==> src/rtl/mac_rr_scheduler.sv <==
// rtl/mac_rr_scheduler.sv - round-robin packet scheduler feeding one shared MAC input stage
// Optional MAC_SCHED_PRIO0_EN: requester 0 wins every arbitration it is valid for.
module mac_rr_scheduler #(
  parameter  int NREQ   = 4,
  parameter  int INT_A  = 6,
  parameter  int FRAC_A = 8,
  parameter  int INT_B  = 6,
  parameter  int FRAC_B = 8,
  localparam int DWA    = INT_A + FRAC_A,
  localparam int DWB    = INT_B + FRAC_B,
  localparam int IDW    = $clog2(NREQ)
) (
  input  logic                clock,
  input  logic                rst,
  input  logic [NREQ*DWA-1:0] req_a_data,
  input  logic [NREQ*DWB-1:0] req_b_data,
  input  logic [NREQ-1:0]     req_valid,
  input  logic [NREQ-1:0]     req_last,
  output logic [NREQ-1:0]     req_ready,
  output logic [DWA-1:0]      mac_a,
  output logic [DWB-1:0]      mac_b,
  output logic                mac_valid,
  output logic                mac_last,
  output logic [IDW-1:0]      mac_id,
  input  logic                mac_ready,
  output logic                busy,
  output logic [15:0]         pkt_cnt
);

  typedef enum logic {IDLE = 1'b0, BUSY = 1'b1} state_t;

  state_t         state_q, state_d;
  logic [IDW-1:0] grant_q, grant_d;
  logic [IDW-1:0] rr_ptr_q, rr_ptr_d;
  logic [DWA-1:0] mac_a_q, mac_a_d;
  logic [DWB-1:0] mac_b_q, mac_b_d;
  logic           mac_valid_q, mac_valid_d;
  logic           mac_last_q, mac_last_d;
  logic [IDW-1:0] mac_id_q, mac_id_d;
  logic [15:0]    pkt_cnt_q, pkt_cnt_d;

  logic           out_free;
  logic           accept;
  logic           found;
  logic [IDW-1:0] pick;
  int             idx;

  // The output register can take a new beat when empty or when being drained this cycle.
  assign out_free = !mac_valid_q || mac_ready;
  assign accept   = (state_q == BUSY) && req_valid[grant_q] && out_free;

  always_comb begin
    req_ready = '0;
    if (state_q == BUSY) req_ready[grant_q] = out_free;
  end

  // Scan rr_ptr+1 .. rr_ptr+NREQ (mod NREQ); the first valid requester wins.
  always_comb begin
    found = 1'b0;
    pick  = '0;
    idx   = 0;
    for (int k = 1; k <= NREQ; k++) begin
      idx = int'(rr_ptr_q) + k;
      if (idx >= NREQ) idx = idx - NREQ;
      if (!found && req_valid[idx]) begin
        found = 1'b1;
        pick  = IDW'(idx);
      end
    end
`ifdef MAC_SCHED_PRIO0_EN
    if (req_valid[0]) pick = '0;
`endif
  end

  always_comb begin
    state_d     = state_q;
    grant_d     = grant_q;
    rr_ptr_d    = rr_ptr_q;
    mac_a_d     = mac_a_q;
    mac_b_d     = mac_b_q;
    mac_valid_d = mac_valid_q;
    mac_last_d  = mac_last_q;
    mac_id_d    = mac_id_q;
    pkt_cnt_d   = pkt_cnt_q;

    if (accept) begin
      mac_a_d     = req_a_data[grant_q*DWA +: DWA];
      mac_b_d     = req_b_data[grant_q*DWB +: DWB];
      mac_last_d  = req_last[grant_q];
      mac_id_d    = grant_q;
      mac_valid_d = 1'b1;
    end else if (mac_ready) begin
      mac_valid_d = 1'b0;
    end

    case (state_q)
      IDLE: begin
        if (found) begin
          grant_d = pick;
          state_d = BUSY;
        end
      end
      BUSY: begin
        if (accept && req_last[grant_q]) begin
          state_d   = IDLE;
          rr_ptr_d  = grant_q;
          pkt_cnt_d = pkt_cnt_q + 16'd1;
        end
      end
      default: state_d = IDLE;
    endcase
  end

  always_ff @(posedge clock or posedge rst) begin
    if (rst) begin
      state_q     <= IDLE;
      grant_q     <= '0;
      rr_ptr_q    <= IDW'(NREQ - 1);
      mac_a_q     <= '0;
      mac_b_q     <= '0;
      mac_valid_q <= 1'b0;
      mac_last_q  <= 1'b0;
      mac_id_q    <= '0;
      pkt_cnt_q   <= '0;
    end else begin
      state_q     <= state_d;
      grant_q     <= grant_d;
      rr_ptr_q    <= rr_ptr_d;
      mac_a_q     <= mac_a_d;
      mac_b_q     <= mac_b_d;
      mac_valid_q <= mac_valid_d;
      mac_last_q  <= mac_last_d;
      mac_id_q    <= mac_id_d;
      pkt_cnt_q   <= pkt_cnt_d;
    end
  end

  assign mac_a     = mac_a_q;
  assign mac_b     = mac_b_q;
  assign mac_valid = mac_valid_q;
  assign mac_last  = mac_last_q;
  assign mac_id    = mac_id_q;
  assign busy      = (state_q == BUSY);
  assign pkt_cnt   = pkt_cnt_q;

endmodule

==> config.mk <==
export PLATFORM = sky130hd
export DESIGN_NAME = mac_rr_scheduler
export DESIGN_NICKNAME = d
export VERILOG_FILES = /design/src/rtl/mac_rr_scheduler.sv
export SDC_FILE = /design/constraint.sdc
export NUM_CORES = 1
export LEC_CHECK = 0
export CAP_MARGIN = 10
export CORE_UTILIZATION = 35
export CTS_CLUSTER_SIZE = 12
export DETAILED_ROUTE_END_ITERATION = 8
export GPL_TIMING_DRIVEN = 0
export PLACE_DENSITY = 0.78
export SYNTH_ARGS = -nofsm -noshare
export SYNTH_HDL_FRONTEND = slang
export SYNTH_SLANG_ARGS = --single-unit
==> constraint.sdc <==
create_clock -name clock -period 1.7 [get_ports clock]
set_input_delay 0.17 -clock clock [delete_from_list [all_inputs] [get_ports clock]]
set_output_delay 0.17 -clock clock [all_outputs]
set_load 0.1 [all_outputs]
==> metrics.txt <==
outcome=finished, violations left; failing checks=setup timing; Syn Inst Count=220; Vert. Die Dim=95.3 um; #FFs+latches synth=between 50 and 60; # rows=33; Worst-path clk slew=~0.090 ns; sequential share of the synthesized area=a little over two fifths; I/O Pins=roughly 180; Max Slew Vio Count=0; FFs w/ async S/R, synth=100%; Unique masters post-synth=33; Crit. End Element=flip-flop; placed cell area=~5300 um2; final net count=between 500 and 600; Post-synth EDFFs=0; DPL Wire Length=7140 um; Layout area overhead=87.3%; die area=between 9000 and 10,000 um2; Syn Nets=344; period utilisation layout=106%; max cap viols=0; initial DRC count=98; htree depth=2; fin cells=roughly 540; Mapped Area=3050 um2; multi-input logic area=between 1500 and 2000 um2; Placer Congestion=around 0.8; fin crit period=1.81 ns; Top FF cell, synth=dfrtp_1; pre-CTS WS=-1.15 ns; Rel. slew slack=a little over a third; vias=roughly 2,800; HP Class=in2async; P_sw=~6.4 mW; Placeable Area=just over 8000 um2; VDD IR max=approximately 1.8 mV; CTS tree=built; CP Class=reg2reg; critical path required time=1.88 ns; GRT Resource Usage Total=between 20% and 30%; vias in the first global route=2,924; fin area=5700 um2; CP Data Arrival Time=approximately 2.0 ns; Starting Density=a little under two fifths; Detailed Route WL=9440 um; final hold vios=0; FF+latch area=1350 um2; P_leak=around 2.5 nW; internal power=5.40 mW; total power=11.8 mW; clk buf depth=2; Comb pwr share=between 70% and 80%; pin count of the biggest net entering global routing=32; Final WS setup=-0.108 ns; pin slew with the least headroom to its limit=between 0.9 and 1 ns; synth warn=0; skew final=a little under 0.01 ns; Post-CTS Hold Fix Bufs=0; Setup crit start kind=flip-flop; sequential share of power=between 10% and 20%; drt pass-1 iters=4; Avg Vias per Cell=5.15; Placed Instances=501; final core utilization=between 60 and 70%; Sw Ratio=54.1%; CP Max Fanout=10; wire length per cell=17.6 um; PortBufs=~180; global route overflow=0; Fmax=about 550 MHz; global-route wire length before repair=14,200 um; power density over the cells=between 2000 and 2500 nW/um2; setup violators final=43; CTS Buf Count=5; RSZ-0062 raised after global routing=yes; Post-Syn Area per Cell=13.8 um2; clock root buffer=clkbuf_8; Clk Latency, worst-skew pair=0.30 ns; largest cells by area after synthesis=dfrtp_1 (42%), mux4_2 (22%), mux2_2 (11%); Antenna Cells=0; Clock Power Share=slightly below 6%; DRC=0; area share of the largest cell type after synthesis=a little over two fifths; initial antenna violation count=0; Die Wd=between 90 and 100 um; largest area contributor in the netlist=dfrtp_1; Routed Antenna Nets=0; share of layout cells above drive strength 1=46.2%; clock tree sinks=53; FILL cells=approximately 650
stage by stage:
stage | hold WS [ns] | TNS (ns)
after floorplan | 0.357 | -2.96
after global placement | 0.457 | -62.09
after detailed placement | 0.464 | -20.64
after CTS | 0.233 | -4.38
after global routing | 0.280 | -6.35
final | 0.226 | -3.01
cells in the final DEF (no fill, tap or decap), types with 10 or more instances in the layout:
| cell | synthesis | routed |
|---|---|---|
| clkdlybuf4s50_1 | 0 | 122 |
| dfrtp_1 | 51 | 35 |
| mux4_2 | 30 | 30 |
| mux2_4 | 0 | 28 |
| clkbuf_2 | 0 | 25 |
| buf_4 | 6 | 24 |
| clkdlybuf4s15_2 | 0 | 17 |
| dfrtp_2 | 0 | 16 |
| buf_12 | 0 | 14 |
| xor2_1 | 12 | 12 |
| nand2_1 | 12 | 10 |
sequential cells by signal, summed over array words and instances (netlist names):
register   cells
mac_b         14
mac_valid      1
pkt_cnt       16
mac_a         14
mac_id         2
mac_last       1
grant_q        2
rr_ptr_q       2
busy           1
critical path, stage by stage, from the launching register on:
cell and delay, ns:
dfrtp_2 0.42, mux4_2 0.56, nand3_4 0.12, buf_12 0.14, buf_12 0.14, mux2_4 0.31
cell families (layout without fill, tap and decap cells):
logic type | count (synthesis) | after routing | share of synthesized area, %
AO/OA/AOI/OAI | 14 | 14 | 2.67
XOR/XNOR | 15 | 15 | 4.31
adder cells (fa/ha/maj) | 1 | 1 | 0.411
buffers and inverters | 23 | 234 | 3.98
flip-flops | 53 | 53 | 43.6
multiplexers | 61 | 61 | 33.6
AND/OR/NAND/NOR | 53 | 53 | 11.4
final cells by class:
| cell class | count | area share (%) |
|---|---|---|
| Timing Repair Buffer | 206 | 35.6 |
| Multi-Input combinational cell | 144 | 33.5 |
| Sequential cell | 53 | 23.7 |
| Buffer | 13 | 3.05 |
| Tap cell | 105 | 2.30 |
| Clock buffer | 8 | 1.40 |
| Inverter | 7 | 0.527 |
Yosys cell counts (4+ instances only):
cell type   n
dfrtp_1    51
mux4_2     30
nor4_2      7
buf_4       6
o21ai_0     8
nor2_1      9
clkbuf_1    4
xor2_1     12
nor3_1      4
buf_2       4
nand2_1    12
nand3_1     6
mux2_2     30
inv_1       7
layer usage:
metal / part of all wire, % / GRT usage (%) / wire (um) / up-vias
met2: 56 / 38.5 / 5270 / 111
met1: 36 / 23.9 / 3450 / 1396
li1: - / - / - / 1249
met5: 0 / 0 / 0 / -
met4: 0.43 / 3.03 / 41 / 0
met3: 7.3 / 5.10 / 687 / 4
repair_timing:
action	CTS	global route
gates cloned	1	2
setup buffers	14	14
endpoints found under the setup margin	97	84
gates resized for setup	166	49
pin swaps	22	8
worst paths after layout:
| path | start | end | slack (ns) | cells past startpoint |
|---|---|---|---|---|
| worst min-delay path | rst | mac_a[2] | 0.23 | 2 |
| worst max register to register | grant_q[1] | mac_a[4] | -0.11 | 5 |
| worst max-delay path | grant_q[1] | mac_a[4] | -0.11 | 5 |
| min in group clock | pkt_cnt[15] | pkt_cnt[15] | 0.47 | 1 |
| max in group asynchronous | rst | rr_ptr_q[1] | 0.86 | 3 |
| worst min register to register | pkt_cnt[15] | pkt_cnt[15] | 0.47 | 1 |
power groups by stage:
stage | sequential, mW | clock (mW) | combinational [mW]
2_1_floorplan | 5.49 | 0 | 3.16
3_3_place_gp | 2.20 | 0 | 8.19
3_5_place_dp | 2.21 | 0 | 8.33
4_1_cts | 2.19 | 0.712 | 8.82
5_1_grt | 2.28 | 0.769 | 9.21
6_report | 2.22 | 0.695 | 8.85
Power figures use the tool's default switching activity.
